$ cat config.mk
export PLATFORM = sky130hd
export DESIGN_NAME = wb_burst_master
export DESIGN_NICKNAME = d
export VERILOG_FILES = /design/src/rtl/wb_burst_master.sv
export SDC_FILE = /design/constraint.sdc
export NUM_CORES = 1
export LEC_CHECK = 0
export CAP_MARGIN = 20
export CORE_ASPECT_RATIO = 0.5
export CORE_MARGIN = 1
export CORE_UTILIZATION = 48
export DETAILED_ROUTE_END_ITERATION = 6
export PLACE_DENSITY = 0.95
export REMOVE_ABC_BUFFERS = 1
export SYNTH_ARGS = -nofsm -noshare
export SYNTH_HDL_FRONTEND = slang
export SYNTH_SLANG_ARGS = --single-unit
$ cat constraint.sdc
create_clock -name wb_clk_i -period 3.35 [get_ports wb_clk_i]
set_input_delay 0.67 -clock wb_clk_i [delete_from_list [all_inputs] [get_ports wb_clk_i]]
set_output_delay 0.67 -clock wb_clk_i [all_outputs]
set_load 0.005 [all_outputs]
$ cat src/rtl/wb_burst_master.sv
// wb_burst_master: Wishbone classic initiator. It turns a command / write-data / response
// stream interface into single or incrementing-burst Wishbone cycles. Each beat returns one
// response. A bus timeout aborts the burst so that a hung slave cannot stall the sequencer.
//
// Ports
//   wb_clk_i, wb_rst_ni        clock, asynchronous active-low reset
//   cmd_*                      command stream (we, byte address, sel, beats-1)
//   wdat_*                     write-data stream, one word per write beat
//   rsp_*                      response stream (data, err, last), one per beat
//   wbm_*                      Wishbone classic master port
//   busy_o                     high whenever a command is in progress
module wb_burst_master #(
  parameter int unsigned AW      = 32,
  parameter int unsigned DW      = 32,
  parameter int unsigned LENW    = 4,
  parameter int unsigned TIMEOUT = 255
) (
  input  logic              wb_clk_i,
  input  logic              wb_rst_ni,
  input  logic              cmd_valid_i,
  output logic              cmd_ready_o,
  input  logic              cmd_we_i,
  input  logic [AW-1:0]     cmd_adr_i,
  input  logic [DW/8-1:0]   cmd_sel_i,
  input  logic [LENW-1:0]   cmd_len_i,
  input  logic              wdat_valid_i,
  output logic              wdat_ready_o,
  input  logic [DW-1:0]     wdat_i,
  output logic              rsp_valid_o,
  input  logic              rsp_ready_i,
  output logic [DW-1:0]     rsp_dat_o,
  output logic              rsp_err_o,
  output logic              rsp_last_o,
  output logic              wbm_cyc_o,
  output logic              wbm_stb_o,
  output logic              wbm_we_o,
  output logic [DW/8-1:0]   wbm_sel_o,
  output logic [AW-1:0]     wbm_adr_o,
  output logic [DW-1:0]     wbm_dat_o,
  input  logic [DW-1:0]     wbm_dat_i,
  input  logic              wbm_ack_i,
  output logic              busy_o
);

  localparam int unsigned SW = DW / 8;
  localparam int unsigned TW = (TIMEOUT > 0) ? $clog2(TIMEOUT + 1) : 1;
  // Counter value in the final stb cycle before the timeout fires.
  localparam logic [TW-1:0] TmoLast = TW'((TIMEOUT == 0) ? 0 : TIMEOUT - 1);

  typedef enum logic [1:0] {
    StIdle,
    StWdat,
    StReq,
    StRsp
  } state_e;

  state_e            state_q, state_d;
  logic              we_q, we_d;
  logic [AW-1:0]     adr_q, adr_d;
  logic [SW-1:0]     sel_q, sel_d;
  logic [LENW-1:0]   beats_left_q, beats_left_d;
  logic [DW-1:0]     dat_q, dat_d;
  logic [DW-1:0]     rsp_dat_q, rsp_dat_d;
  logic              rsp_err_q, rsp_err_d;
  logic              abort_q, abort_d;
  logic              cyc_q, cyc_d;
  logic [TW-1:0]     tmo_cnt_q, tmo_cnt_d;
  logic              last_beat;

  assign last_beat = (beats_left_q == '0) || abort_q;

  always_comb begin
    state_d      = state_q;
    we_d         = we_q;
    adr_d        = adr_q;
    sel_d        = sel_q;
    beats_left_d = beats_left_q;
    dat_d        = dat_q;
    rsp_dat_d    = rsp_dat_q;
    rsp_err_d    = rsp_err_q;
    abort_d      = abort_q;
    cyc_d        = cyc_q;
    tmo_cnt_d    = tmo_cnt_q;

    unique case (state_q)
      StIdle: begin
        if (cmd_valid_i) begin
          we_d         = cmd_we_i;
          adr_d        = cmd_adr_i & ~AW'(3);
          sel_d        = cmd_sel_i;
          beats_left_d = cmd_len_i;
          tmo_cnt_d    = '0;
          abort_d      = 1'b0;
          // Reads open the cycle right away; writes wait until the first data word.
          cyc_d        = ~cmd_we_i;
          state_d      = cmd_we_i ? StWdat : StReq;
        end
      end
      StWdat: begin
        if (wdat_valid_i) begin
          dat_d   = wdat_i;
          cyc_d   = 1'b1;
          state_d = StReq;
        end
      end
      StReq: begin
        if (wbm_ack_i) begin
          rsp_dat_d = we_q ? '0 : wbm_dat_i;
          rsp_err_d = 1'b0;
          state_d   = StRsp;
        end else if ((TIMEOUT != 0) && (tmo_cnt_q == TmoLast)) begin
          rsp_dat_d = '0;
          rsp_err_d = 1'b1;
          abort_d   = 1'b1;
          cyc_d     = 1'b0;
          state_d   = StRsp;
        end else begin
          tmo_cnt_d = tmo_cnt_q + 1'b1;
        end
      end
      StRsp: begin
        if (rsp_ready_i) begin
          if (last_beat) begin
            cyc_d   = 1'b0;
            state_d = StIdle;
          end else begin
            adr_d        = adr_q + AW'(4);
            beats_left_d = beats_left_q - 1'b1;
            tmo_cnt_d    = '0;
            state_d      = we_q ? StWdat : StReq;
          end
        end
      end
      default: state_d = StIdle;
    endcase
  end

  always_ff @(posedge wb_clk_i or negedge wb_rst_ni) begin
    if (!wb_rst_ni) begin
      state_q      <= StIdle;
      we_q         <= 1'b0;
      adr_q        <= '0;
      sel_q        <= '0;
      beats_left_q <= '0;
      dat_q        <= '0;
      rsp_dat_q    <= '0;
      rsp_err_q    <= 1'b0;
      abort_q      <= 1'b0;
      cyc_q        <= 1'b0;
      tmo_cnt_q    <= '0;
    end else begin
      state_q      <= state_d;
      we_q         <= we_d;
      adr_q        <= adr_d;
      sel_q        <= sel_d;
      beats_left_q <= beats_left_d;
      dat_q        <= dat_d;
      rsp_dat_q    <= rsp_dat_d;
      rsp_err_q    <= rsp_err_d;
      abort_q      <= abort_d;
      cyc_q        <= cyc_d;
      tmo_cnt_q    <= tmo_cnt_d;
    end
  end

  assign cmd_ready_o  = (state_q == StIdle);
  assign wdat_ready_o = (state_q == StWdat);
  assign rsp_valid_o  = (state_q == StRsp);
  assign rsp_dat_o    = rsp_dat_q;
  assign rsp_err_o    = rsp_err_q;
  assign rsp_last_o   = (state_q == StRsp) && last_beat;
  assign wbm_cyc_o    = cyc_q;
  assign wbm_stb_o    = (state_q == StReq);
  assign wbm_we_o     = we_q;
  assign wbm_sel_o    = sel_q;
  assign wbm_adr_o    = adr_q;
  assign wbm_dat_o    = dat_q;
  assign busy_o       = (state_q != StIdle);

endmodule

==> results.cfg, run 1 <==
[run_status]
outcome = finished, final reports clean

[clocking]
cts_resized = 0
path_clk_slew_ns = 0.06
clockRootBuffer = clkbuf_16
cts-buffers-inserted = 17
max-clock-path-buffers = 2
post_cts_buffers = 0
clkSinkCount = 116
clk_latency_ns = 0.41
cts_tree = built
hold_buffers = 0
htreeDepth = 4

[critical_path]
criticalPathCategory = flip-flop to output pin
worstPathArrival_ns = 2.18
end_kind = output pin
rr_worst_depth = 6
start_kind = flip-flop
cp.required_ns = 2.68
crit_fanout = 17

[grt]
antenna_found_initial = 0
grt_overflow = 0
first_global_vias = 5328
grt_max_degree = 73
grt_pass1_wl_um = 26400
grtUsageTotal_pct = 27.6

[timing]
hold_slack_ns = 0.381
slew_headroom_pct = 35.7
fin_ws_ns = 0.496
rsz0062_at_grt = false
setup_viol_count_final = 0
hold_viol = 0
final.min_clock_period_ns = 2.85
skew_ns = 0.0134
slew_viol_final = 0
fmax_ghz = 0.350
period_share_pct = 85.2
worstMarginPinSlew_ns = 0.965

[floorplanning]
die_area_um2 = 12300
die_y_um = 78.9
fp.coreArea_um2 = 11200
initial_core_util_pct = 50.5
ios = 220
rows = 27
die_w_um = 156

[power_and_ir_drop]
powerDensity_nw_per_um2 = 915
power_frac_comb_pct = 44.5
p_int_w = 0.00506
switching_share_pct = 35.7
ir_worst_vdd_uv = 478
pwr-share-clk_pct = 22.7
switchingPower_w = 0.00281
p_seq_share_pct = 32.7
power.leakage_nw = 3.59

[yosys]
netlist_area_um2 = 5680
yosysUniqueCellTypes = 50
synth_area_leader_cell = dfrtp_1
synthesis.instances = 562
avgSynthCellArea_um2 = 10.1
ys_seq_elements = 116
yosysTopAreaCellShare_pct = 51.1
synth.area.top_cells = dfrtp_1 (51%), mux2_2 (7.7%), nand2_1 (4.4%), nand3_1 (4.1%), a21oi_1 (3.2%)
yosysWarnings = 0
yosysSeqAreaShare_pct = 51.1

[detailed_routing]
ant_nets = 0
num_vias = 5547
post_drt_wl_per_cell_um = 17.5
drtPass1Iterations = 5
drc = 0
vias_per_cell = 5.83
routed_wl_um = 16700
drtIter0Drc = 420

[finish]
area_growth_pct = 51.6
final_util_pct = 76.6
final_cell_mix = clkdlybuf4s50_1 (214), dfrtp_1 (116), nand2_1 (66), nand3_1 (46), mux2_2 (39)
drive_gt1_share_pct = 11.9
postLayoutCellArea_um2 = 8610
fin_nets = 899
fillers = 741
layout_commonest_cell = clkdlybuf4s50_1
diodes = 0

[worst_hold_path]
hold_path.class = primary input to async pin

[placement]
finalWeightedCongestion = 0.865
io_buffer_count = 215
placedInstanceArea_um2 = 8030
hpwl_um = 11400
place_ws_ns = 0.616

[flow_run]
maxCapViolCount = 0
==> layout make-up <==
cell class	instances	area (um^2)	area share, %
flip-flops and latches	116	2900	33.7
multi-input cells	398	2590	30.1
repair buffers	231	2280	26.5
clock buffers	18	429	4.98
well taps	159	199	2.31
clock inverters	14	153	1.77
inverters	15	56.3	0.654
==> registers in the layout, summed over array words and instances (netlist names) <==
signal	flops
abort_q	1
beats_left_q	4
rsp_dat_o	32
rsp_err_o	1
state_q	2
tmo_cnt_q	8
wbm_adr_o	30
wbm_cyc_o	1
wbm_dat_o	32
wbm_sel_o	4
wbm_we_o	1
==> cell families after synthesis <==
| kind of cell | after synthesis | synth area share, % |
|---|---|---|
| multiplexers | 43 | 8.44 |
| buffers and inverters | 49 | 3.41 |
| AND/OR/NAND/NOR | 207 | 19.1 |
| adder cells (fa/ha/maj) | 9 | 1.98 |
| AO/OA/AOI/OAI | 137 | 15.9 |
| flip-flops | 116 | 51.1 |
| other | 1 | 0.0660 |
==> worst max-delay path, cell delays in order, from the launching register on <==
cell and delay, ns:
dfrtp_1 0.42, inv_1 0.13, ha_1 0.59, clkdlybuf4s50_1 0.64
==> synth_stat cells, drive strengths merged <==
master     n
nor3       8
a211oi     1
o311ai     3
nand2b     4
a21o       2
ha         9
a221oi     3
and3       6
a221o      1
nand2     66
o31ai      1
nand3b     4
a22oi     13
dfrtp    116
nand4     10
or3        3
nor4      13
clkbuf    29
and4       6
o21a       2
nand4bb    1
and2       4
a311oi     5
o221ai     2
o21ai     32
a311o      1
o22ai      8
buf        5
inv       15
nor2      22
a211o      1
nand3     47
nor2b      2
or4       10
a2bb2oi    1
o311a      3
conb       1
a31oi      3
nor3b      1
a22o      17
mux2      39
mux2i      4
a21oi     36
a41o       2
==> per-stage QoR <==
step	TNS (ns)	total power [W]	instances
after floorplan	-0.887	0.00410	529
after global placement	0	0.00587	919
after detailed placement	0	0.00603	919
after CTS	0	0.00788	951
after global routing	0	0.00833	951
final	0	0.00788	951
==> metal layers <==
metal  track usage (%)  vias to the layer above  part of all wire (%)
met5                 0                        -                     0
met4              13.1                        0                   3.1
met3              5.73                       55                   7.1
met2              48.0                      304                    50
met1              33.0                     2661                    40
li1                  -                     2527                     -
==> final timing paths <==
kind / startpoint / end / slack [ns]
max: state_q[0] / wbm_stb_o / 0.50
min: wb_rst_ni / wbm_adr_o[17] / 0.38
max reg2reg: state_q[0] / state_q[0] / 0.68
min reg2reg: rsp_dat_o[13] / rsp_dat_o[13] / 0.46
max in group asynchronous: wb_rst_ni / wbm_dat_o[8] / 2.19
min in group wb_clk_i: rsp_dat_o[13] / rsp_dat_o[13] / 0.46
==> power groups by stage <==
| stage | Clock (W) | Sequential (W) | Combinational (W) |
|---|---|---|---|
| floorplan | 0 | 0.00253 | 0.00156 |
| global placement | 0 | 0.00253 | 0.00334 |
| detailed placement | 0 | 0.00258 | 0.00345 |
| CTS | 0.00182 | 0.00257 | 0.00349 |
| global route | 0.00188 | 0.00267 | 0.00378 |
| finish | 0.00179 | 0.00258 | 0.00351 |
Note: power is estimated with default switching activity, not from simulation.
==> run 2: changes to the inputs <==
--- a/config.mk
+++ b/config.mk
@@ -5,7 +5,7 @@
 export SDC_FILE = /design/constraint.sdc
 export NUM_CORES = 1
 export LEC_CHECK = 0
-export CAP_MARGIN = 20
+export CAP_MARGIN = 10
 export CORE_ASPECT_RATIO = 0.5
 export CORE_MARGIN = 1
 export CORE_UTILIZATION = 48
==> results of run 2 <==
Final layout, timing and power as in run 1 (identical DEF).
